===== src/rtl/fpu_issue_pkg.sv =====
// rtl/fpu_issue_pkg.sv - FP opcodes, queue entry type and size defaults for the FPU issue queue
package fpu_issue_pkg;

  localparam int FPU_DEFAULT_DEPTH    = 4;
  localparam int FPU_DEFAULT_ID_WIDTH = 4;
  localparam int FPU_ID_MAX_W         = 16;

  localparam logic [6:0] OPC_LOAD_FP  = 7'h07;
  localparam logic [6:0] OPC_STORE_FP = 7'h27;
  localparam logic [6:0] OPC_MADD     = 7'h43;
  localparam logic [6:0] OPC_MSUB     = 7'h47;
  localparam logic [6:0] OPC_NMSUB    = 7'h4B;
  localparam logic [6:0] OPC_NMADD    = 7'h4F;
  localparam logic [6:0] OPC_OP_FP    = 7'h53;

  // id is held at the widest supported width; narrower IDs are zero-extended
  typedef struct packed {
    logic [31:0]             instr;
    logic [FPU_ID_MAX_W-1:0] id;
    logic [31:0]             rs0;
    logic                    committed;
    logic                    killed;
  } fpu_entry_t;

endpackage


===== src/rtl/fpu_opcode_decode.sv =====
// rtl/fpu_opcode_decode.sv - combinational RISC-V major-opcode check for F-extension instructions
import fpu_issue_pkg::*;

module fpu_opcode_decode (
  input  logic [6:0] opcode,
  output logic       is_fp
);

  assign is_fp = opcode inside {OPC_LOAD_FP, OPC_STORE_FP, OPC_MADD, OPC_MSUB,
                                OPC_NMSUB, OPC_NMADD, OPC_OP_FP};

endmodule


===== src/rtl/fpu_issue_queue.sv =====
// rtl/fpu_issue_queue.sv - in-order FP issue queue with commit gating; kill support under FPU_ISSUE_KILL_EN
import fpu_issue_pkg::*;

module fpu_issue_queue #(
  parameter int DEPTH      = FPU_DEFAULT_DEPTH,
  parameter int X_ID_WIDTH = FPU_DEFAULT_ID_WIDTH
) (
  input  logic                         ck,
  input  logic                         reset,
  input  logic                         issue_valid,
  output logic                         issue_ready,
  input  logic [31:0]                  issue_instr,
  input  logic [X_ID_WIDTH-1:0]        issue_id,
  input  logic [31:0]                  issue_rs0,
  output logic                         issue_accept,
  input  logic                         commit_valid,
  input  logic [X_ID_WIDTH-1:0]        commit_id,
  input  logic                         commit_kill,
  input  logic                         fpu_ready,
  output logic                         fpu_enable,
  output logic [31:0]                  fpu_instruction,
  output logic [X_ID_WIDTH-1:0]        fpu_id,
  output logic [31:0]                  fpu_data_fromXreg,
  output logic [$clog2(DEPTH+1)-1:0]   occupancy
);

  localparam int PW = $clog2(DEPTH);
  localparam int CW = $clog2(DEPTH+1);

  fpu_entry_t              q [DEPTH];
  logic [PW-1:0]           head, tail;
  logic [CW-1:0]           count;
  logic [PW-1:0]           rel [DEPTH];
  logic [DEPTH-1:0]        slot_valid;
  logic [FPU_ID_MAX_W-1:0] cid, iid;
  logic                    is_fp, push, pop, dispatch, kill_req;

  fpu_opcode_decode u_decode (
    .opcode (issue_instr[6:0]),
    .is_fp  (is_fp)
  );

`ifdef FPU_ISSUE_KILL_EN
  assign kill_req = commit_kill;
`else
  logic unused_commit_kill;
  assign unused_commit_kill = commit_kill;
  assign kill_req           = 1'b0;
`endif

  assign cid          = FPU_ID_MAX_W'(commit_id);
  assign iid          = FPU_ID_MAX_W'(issue_id);
  assign issue_accept = is_fp;
  assign issue_ready  = (count != CW'(DEPTH));
  assign occupancy    = count;
  assign push         = issue_valid && issue_ready && is_fp;
  // killed heads drain regardless of fpu_ready; live heads wait for it
  assign pop          = (count != '0) && q[head].committed && (q[head].killed || fpu_ready);
  assign dispatch     = pop && !q[head].killed;

  // a slot is live when its distance from head is below the fill count
  always_comb begin
    slot_valid = '0;
    for (int i = 0; i < DEPTH; i++) begin
      rel[i]        = PW'(i) - head;
      slot_valid[i] = (CW'(rel[i]) < count);
    end
  end

  always_ff @(posedge ck) begin
    if (reset) begin
      for (int i = 0; i < DEPTH; i++) q[i] <= '0;
      head              <= '0;
      tail              <= '0;
      count             <= '0;
      fpu_enable        <= 1'b0;
      fpu_instruction   <= '0;
      fpu_id            <= '0;
      fpu_data_fromXreg <= '0;
    end else begin
      fpu_enable <= dispatch;
      if (dispatch) begin
        fpu_instruction   <= q[head].instr;
        fpu_id            <= q[head].id[X_ID_WIDTH-1:0];
        fpu_data_fromXreg <= q[head].rs0;
      end
      if (commit_valid) begin
        for (int i = 0; i < DEPTH; i++) begin
          if (slot_valid[i] && q[i].id == cid) begin
            q[i].committed <= 1'b1;
            if (kill_req) q[i].killed <= 1'b1;
          end
        end
      end
      // the tail slot is never live while a push is possible, so this write cannot collide
      if (push) begin
        q[tail] <= '{instr:     issue_instr,
                     id:        iid,
                     rs0:       issue_rs0,
                     committed: commit_valid && (cid == iid),
                     killed:    commit_valid && kill_req && (cid == iid)};
        tail    <= tail + PW'(1);
      end
      if (pop) head <= head + PW'(1);
      case ({push, pop})
        2'b10:   count <= count + CW'(1);
        2'b01:   count <= count - CW'(1);
        default: count <= count;
      endcase
    end
  end

endmodule


===== config.mk =====
export PLATFORM = sky130hd
export DESIGN_NAME = fpu_issue_queue
export DESIGN_NICKNAME = d
export VERILOG_FILES = /design/src/rtl/fpu_issue_pkg.sv /design/src/rtl/fpu_opcode_decode.sv /design/src/rtl/fpu_issue_queue.sv
export SDC_FILE = /design/constraint.sdc
export NUM_CORES = 1
export LEC_CHECK = 0
export ABC_AREA = 1
export BUFFER_PORTS_ARGS = -buffer_cell sky130_fd_sc_hd__buf_2
export CAP_MARGIN = 15
export CORE_MARGIN = 2
export CORE_UTILIZATION = 40
export DETAILED_ROUTE_END_ITERATION = 10
export GPL_TIMING_DRIVEN = 1
export PLACE_DENSITY = 0.69
export SLEW_MARGIN = 20
export SYNTH_ARGS = -nofsm -noshare
export SYNTH_HDL_FRONTEND = slang
export SYNTH_SLANG_ARGS = --single-unit
export TNS_END_PERCENT = 1

===== constraint.sdc =====
create_clock -name ck -period 9.15 [get_ports ck]
set_input_delay 1.83 -clock ck [delete_from_list [all_inputs] [get_ports ck]]
set_output_delay 1.83 -clock ck [all_outputs]
set_load 0.01 [all_outputs]

==> results of run 1 <==
-- report_power, final --
part	internal (mW)	total (mW)	switching, mW
Clock	0.848	1.45	0.604
Combinational	0.0296	0.114	0.0845
Sequential	1.77	1.78	0.0124
-- stage by stage --
| step | cell area [um2] | utilization [%] | total power [mW] | instances | hold slack [ns] |
|---|---|---|---|---|---|
| final | 17160 | 46.65 | 3.348 | 2115 | 0.4596 |
| after global routing | 17160 | 46.65 | 3.443 | 2115 | 0.4815 |
| after CTS | 17160 | 46.64 | 3.369 | 2114 | 0.4625 |
| after detailed placement | 15980 | 43.45 | 1.932 | 2046 | 0.4534 |
| after global placement | 15980 | 43.45 | 1.928 | 2046 | 0.4507 |
| after floorplan | 15010 | - | 1.880 | 1514 | 0.4740 |
-- final cells by class --
cell class	instances	area, um2	area share (%)
clock buffer	56	1081	6.300
clock inverter	12	91.34	0.5323
timing repair buffer	161	835.8	4.871
multi-input combinational	951	4312	25.13
antenna	1	2.502	0.01458
inverter	112	426.7	2.487
tap	468	585.6	3.413
sequential	354	9824	57.26
-- registers in the layout, indices dropped and copies added, names as in the netlist, named ones only --
name / flops
q: 276
fpu_data_fromXreg: 32
fpu_instruction: 32
fpu_id: 4
occupancy: 3
head: 2
tail: 2
fpu_enable: 1
-- routing by layer --
layer / vias to the layer above / track usage, % / wire, um
met2: 355 / 34.09 / 18810
met3: 71 / 3.321 / 2621
li1: 5280 / - / -
met4: 0 / 7.435 / 1083
met1: 5323 / 23.68 / 15630
met5: - / 0 / 0
-- worst reg2reg max path: cells and delay by family (launching register included) --
family | cells | cell delay, ns
buffers and inverters | 4 | 2.07
AND/OR/NAND/NOR | 4 | 1.31
flip-flops | 1 | 0.48
AO/OA/AOI/OAI | 1 | 0.19
-- cells by family (layout without fill, tap and decap cells) --
| group | Yosys count | count (layout) |
|---|---|---|
| xor gates and xnor gates | 3 | 3 |
| adders and majority gates | 10 | 10 |
| AOI/OAI and AO/OA | 307 | 307 |
| buffers and inverters | 209 | 341 |
| DFF | 354 | 354 |
| and+or+nand+nor | 631 | 631 |
| other | 0 | 1 |
-- worst paths after layout --
kind	start	endpoint	slack, ns	cells after the start
worst max-delay path	issue_instr[6]	issue_accept	4.70	7
worst min-delay path	fpu_data_fromXreg[28]	fpu_data_fromXreg[28]	0.46	2
worst max register to register	register	fpu_id[2]	5.04	9
worst min register to register	fpu_data_fromXreg[28]	fpu_data_fromXreg[28]	0.46	2
-- layout by cell type (no fill, tap or decap), types with 2 or more instances in the layout --
cell type / instances
clkbuf_16: 40
clkinv_1: 4
dfxtp_1: 79
ha_1: 9
o22ai_1: 70
o21ai_1: 13
nor2_2: 10
clkinv_2: 8
nand3_1: 7
nand3_4: 5
buf_4: 12
edfxtp_1: 273
clkbuf_8: 2
nor2_1: 402
nand2_1: 199
inv_1: 103
inv_2: 4
o21ai_0: 130
a31oi_1: 2
xnor2_1: 2
a21oi_1: 89
buf_2: 149
clkbuf_1: 14
nand3b_1: 3
==> results.txt, run 1 <==
RePlAce Congestion: 0.9028
Sequential area share after synthesis: 65.41%
Gate Count Post-Synth: 1514
I/O pin cnt: 152
DR vias/cell: 5.215
Post-Syn Area: 0.01501 mm2
CTS Hold Buffers Added: 0
Relative slew slack: 24.50%
Die Y: 197.7 um
Clock root cell: clkbuf_16
Critical path class: input port to output pin
FMAX: 0.2246 GHz
Post-DP HPWL: 20.45 mm
Crit path max-delay family: simple AND/OR/NAND/NOR gates
Post-synth EDFFs: 273
Vias: 11029
Post-synth top area share: 54.60%
Post-synth top area cell: edfxtp_1
Clk_lat worst skew: 0.52 ns
Vias in the first global route: 10821
YS warnings: 0
PostCTS Resize Cnt: 0
Worst-path cell chain: buf_2 -> nand2_1 -> inv_1 -> nor2_1 -> nand3_2 -> inv_1 -> buf_2
Avg Inst Size Synth: 9.916 um2
Asr flop ratio synth: 0%
Syn_nets: 1602
Setup TNS: 0 ns
Final net count: 1705
Peak supply drop: 0.1206 mV
Rows: 70
# fillers: 3381
Outcome: finished clean
XOR/XNOR share of the synthesized area: 0.1750%
Pin count of the biggest net entering global routing: 103
Die area: 0.03910 mm2
Grt total ovfl: 0
LEAKAGE: 7.049 nW
Worst path arrival time: 2.62 ns
Max incr delay on CP: 0.23 ns
Area growth from synthesis to layout: 14.29%
Largest family of logic cells by synthesized area: simple AND/OR/NAND/NOR gates
Top FF cell, synth: edfxtp_1
Gr usage total: 19.34%
Initial antenna violation count: 1
Synth Area in Compound Gates: 10.89%
Element type at the critical path end: output pin
WP buf/inv: 4
Share of cells above drive strength 1: 14.64%
Tmin final: 4.452 ns
Initial Util: 40.81%
Top cells by count, synth: 402 x nor2_1, 273 x edfxtp_1, 200 x nand2_1
CTS Buffer Depth: 3
Critical Path Source Type: input port
CP required: 7.32 ns
Final Skew: 0.01194 ns
Fin worst setup slack: 4.698 ns
Setup violations, final: 0
Synth cell types: 32
Synth Area in Simple Gates: 16.58%
IO Port Bufs: 150
PwrDens: 195.1 mW/mm2
Max Fanout on Critical Path: 4
Max Cap Viol: 0
Die width: 197.7 um
Hold WC Path Type: register to register
Drt pass-1 iters: 7
Remaining antenna violation count: 0
Clk pin slew, worst setup/hold paths: 0.06 ns
DR WL/cell: 18.04 um
Clock Sinks: 354
Worst slack, placed: 4.418 ns
CORE AREA: 0.03679 mm2
Final Hold Fails: 0
Fin crit share: 48.66%
Synth Register Bits: 354
Post-CTS setup buffer count: 0
Most common cell in the synthesized netlist: nor2_1
Slew of the pin with the lowest slew margin: 1.132 ns
DRC Markers: 0
Drt total wl: 38.15 mm
Slew Limit Fails: 0
Worst path slowest cell: nand3_2
Unrepaired setup endpoints after global routing: no
Synth Area in Adders: 0.8834%
CTS tree: yes
Area contributors post-synth: edfxtp_1 55%, dfxtp_1 11%, nor2_1 10%, nand2_1 5.0%, o21ai_0 4.3%
CTS Buf Count: 37
Multiplexer share of the synthesized area: 0%
DRT iter0 DRCs: 771
First-pass GRT wire length: 58.24 mm
H-tree level count: 2
(Power assumes the default switching activity.)
==> run 2, diff against run 1 <==
--- a/config.mk
+++ b/config.mk
@@ -5,7 +5,7 @@
 export SDC_FILE = /design/constraint.sdc
 export NUM_CORES = 1
 export LEC_CHECK = 0
-export ABC_AREA = 1
+export ABC_AREA = 0
 export BUFFER_PORTS_ARGS = -buffer_cell sky130_fd_sc_hd__buf_2
 export CAP_MARGIN = 15
 export CORE_MARGIN = 2
==> constraint.sdc (replaced) <==
create_clock -name ck -period 4.6 [get_ports ck]
set_input_delay 0.92 -clock ck [delete_from_list [all_inputs] [get_ports ck]]
set_output_delay 0.92 -clock ck [all_outputs]
set_load 0.01 [all_outputs]
==> run 2 against run 1 <==
  * Via count decreased by 19%
  * Sequential power is 99% higher
  * Final cell count decreased by 16%
  * Setup slack got worse by 3.0 ns
  * Die area grew 1.1%
  * Synthesized cell count down 28%
  * Flip-flop and latch count is the same
  * Critical path type unchanged
  * Area after synthesis is 1.1% higher
  * Critical path depth down 2
  * Largest power group unchanged
  * Wire length decreased by 7.2%
  * Global-route usage is 0.92 points lower
==> results.txt, run 2 <==
Vias: 8901 (-19%)
FF-to-FF End: occupancy[2]
Syn_nets: 1172 (-27%)
Remaining antenna violation count: 0 (unchanged)
CTS tree: yes
Final net count: 1309 (-23%)
Commonest cells after routing, fill and taps aside: 273 x edfxtp_1, 262 x and2_1, 149 x buf_2
FF-to-FF path depth: 9 (unchanged)
RePlAce Congestion: 0.7465 (-17%)
DR top layer: met5
Outcome: finished clean
Vias in the first global route: 9124 (-16%)
Register Area: 0.009827 mm2 (about the same)
Worst path arrival time: 1.99 ns (-0.63 ns)
Die Y: 198.8 um (+0.54%)
CP required: 3.68 ns (-3.64 ns)
# fillers: 3360 (-0.62%)
Post-CTS setup buffer count: 0 (unchanged)
Clk pin slew, worst setup/hold paths: 0.05 ns (about the same)
Final Skew: 0.01003 ns (-0.001919 ns)
Relative slew slack: 33.25% (+8.8 points)
Post-synth EDFFs: 273 (unchanged)
Avg Inst Size Synth: 14.00 um2 (+41%)
Post-synth top area cell: edfxtp_1
DRT iter0 DRCs: 540 (-30%)
Top FF cell, synth: edfxtp_1
CTS Buffer Depth: 3 (unchanged)
Final Hold Fails: 0 (unchanged)
Wire length on met2: 17.76 mm (-5.6%)
Area growth from synthesis to layout: 16.44%
I/O pin cnt: 152 (unchanged)
Post-synth top area share: 54.01% (-0.60 points)
LEAKAGE: 6.515 nW (-7.6%)
Hold WC Path Type: register to register
PostCTS Resize Cnt: 0 (unchanged)
Placed cells: 1690 (-17%)
DR WL/cell: 20.04 um (+11%)
H-tree level count: 2 (unchanged)
Gr usage total: 18.41% (-0.92 points)
Post-Syn Area: 0.01518 mm2 (+1.1%)
Unrepaired setup endpoints after global routing: no
Synth cell types: 49 (+53%)
Drt pass-1 iters: 5 (-2)
Grt total ovfl: 0 (unchanged)
Top cells by count, synth: 273 x edfxtp_1, 262 x and2_1, 142 x nand2_1
Max Cap Viol: 0 (unchanged)
Worst slack, placed: 1.341 ns (-3.077 ns)
Largest register FFs: 276 (unchanged)
DRC Markers: 0 (unchanged)
Slew of the pin with the lowest slew margin: 1.001 ns (-0.1313 ns)
Flop2flop setup slack: 1.82 ns (-3.22 ns)
M1 wire length: 14.84 mm (-5.1%)
Area contributors post-synth: edfxtp_1 54%, and2_1 11%, dfxtp_1 11%, mux4_2 10%, nand2_1 3.5%
Most common cell in the synthesized netlist: edfxtp_1
Pwr Total: 6.863 mW (+100%)
CTS Buf Count: 40 (+8.1%)
Share of cells above drive strength 1: 25.46% (+11 points)
Rows: 71 (+1.4%)
Max Fanout on Critical Path: 10 (+6)
Top flop regs: q x276, fpu_data_fromXreg x32, fpu_instruction x32
PwrDens: 388.3 mW/mm2 (+99%)
Area occupied by multi-input gates: 0.004959 mm2 (+15%)
Die area: 0.03952 mm2 (+1.1%)
Worst hold path endpoint: fpu_instruction[10]
CORE AREA: 0.03749 mm2 (+1.9%)
FMAX: 0.3440 GHz
Hold Crit Depth: 2 (unchanged)
Post-DP HPWL: 19.44 mm (-5.0%)
Clock root cell: clkbuf_16
Fin crit share: 63.19%
Initial antenna violation count: 7 (+6)
Peak supply drop: 0.2435 mV (+100%)
Met3 wire len: 2.090 mm (-20%)
Fin worst setup slack: 1.693 ns (-3.005 ns)
Clock Sinks: 354 (unchanged)
IO Port Bufs: 150 (unchanged)
CTS Hold Buffers Added: 0 (unchanged)
Tmin final: 2.907 ns
Clk_lat worst skew: 0.55 ns (+0.03 ns)
Initial Util: 40.49% (-0.32 points)
Drt total wl: 35.41 mm (-7.2%)
Pin count of the biggest net entering global routing: 79 (-23%)
Critical path class: input port to output pin
Hold_ws: 0.4484 ns (-0.01124 ns)
Setup TNS: 0 ns (unchanged)
YS warnings: 0 (unchanged)
Asr flop ratio synth: 0% (unchanged)
Non-Filler Instances: 1767 (-16%)
Slew Limit Fails: 0 (unchanged)
Commonest non-fill, non-tap cell in the layout: edfxtp_1
Die width: 198.8 um (+0.54%)
Element type at the critical path end: output pin
Most flop-heavy register: q
Sequential area share after synthesis: 64.69% (-0.72 points)
Setup violations, final: 0 (unchanged)
Hold Startpoint: fpu_instruction[10]
Critical Path Source Type: input port
Synth Register Bits: 354 (unchanged)
First-pass GRT wire length: 53.78 mm (-7.7%)
Gate Count Post-Synth: 1084 (-28%)
DR vias/cell: 5.037 (-3.4%)
run 2: cell type report:
type / count / area share, %
sequential: 354 / 55.60
multi-input combinational: 641 / 28.05
clock buffer: 51 / 6.187
timing repair buffer: 171 / 5.224
tap: 511 / 3.617
clock inverter: 23 / 0.9981
inverter: 13 / 0.2831
antenna: 3 / 0.04247
run 2: through the flow:
| stage | util, % | area (um2) |
|---|---|---|
| detailed placement | 43.74 | 16400 |
| floorplan | - | 15190 |
| finish | 47.15 | 17680 |
| global route | 47.15 | 17680 |
| global placement | 43.74 | 16400 |
| CTS | 47.13 | 17670 |
run 2: worst max-delay path, stage by stage:
cell,delay [ns]
buf_2,0.15
nand2_1,0.09
o2111ai_2,0.39
nor2_1,0.24
buf_2,0.19
run 2: kinds of logic (layout without fill, tap and decap cells):
kind of cell	after synthesis	in the layout	share of synthesized area (%)
simple gates	441	441	15.97
flops	354	354	64.69
compound gates	96	96	3.676
buf+inv	89	258	3.108
mux	70	70	10.30
xor+xnor	24	24	1.385
fa+ha+maj	10	10	0.8737
other cells	0	3	0
run 2: worst max path at each step:
| stage | startpoint | end | depth (start not counted) |
|---|---|---|---|
| floorplan | issue_instr[1] | q[1][10] | 4 |
| global placement | issue_instr[6] | q[2][15] | 7 |
| detailed placement | issue_instr[6] | q[2][20] | 7 |
| CTS | issue_instr[2] | issue_accept | 4 |
| global route | issue_instr[6] | issue_accept | 5 |
| finish | issue_instr[6] | issue_accept | 5 |
run 2: where the power goes:
part / internal, mW / switching [mW] / leakage [nW]
clock network: 1.80 / 1.29 / 0.622
logic: 0.0817 / 0.146 / 2.44
registers: 3.52 / 0.0247 / 3.46
total: 5.41 / 1.46 / 6.52
run 2: metal layers:
| metal | vias up | track usage (%) |
|---|---|---|
| met4 | 8 | 4.754 |
| met5 | - | 0 |
| met3 | 49 | 4.290 |
| met2 | 235 | 31.57 |
| li1 | 4149 | - |
| met1 | 4460 | 23.55 |
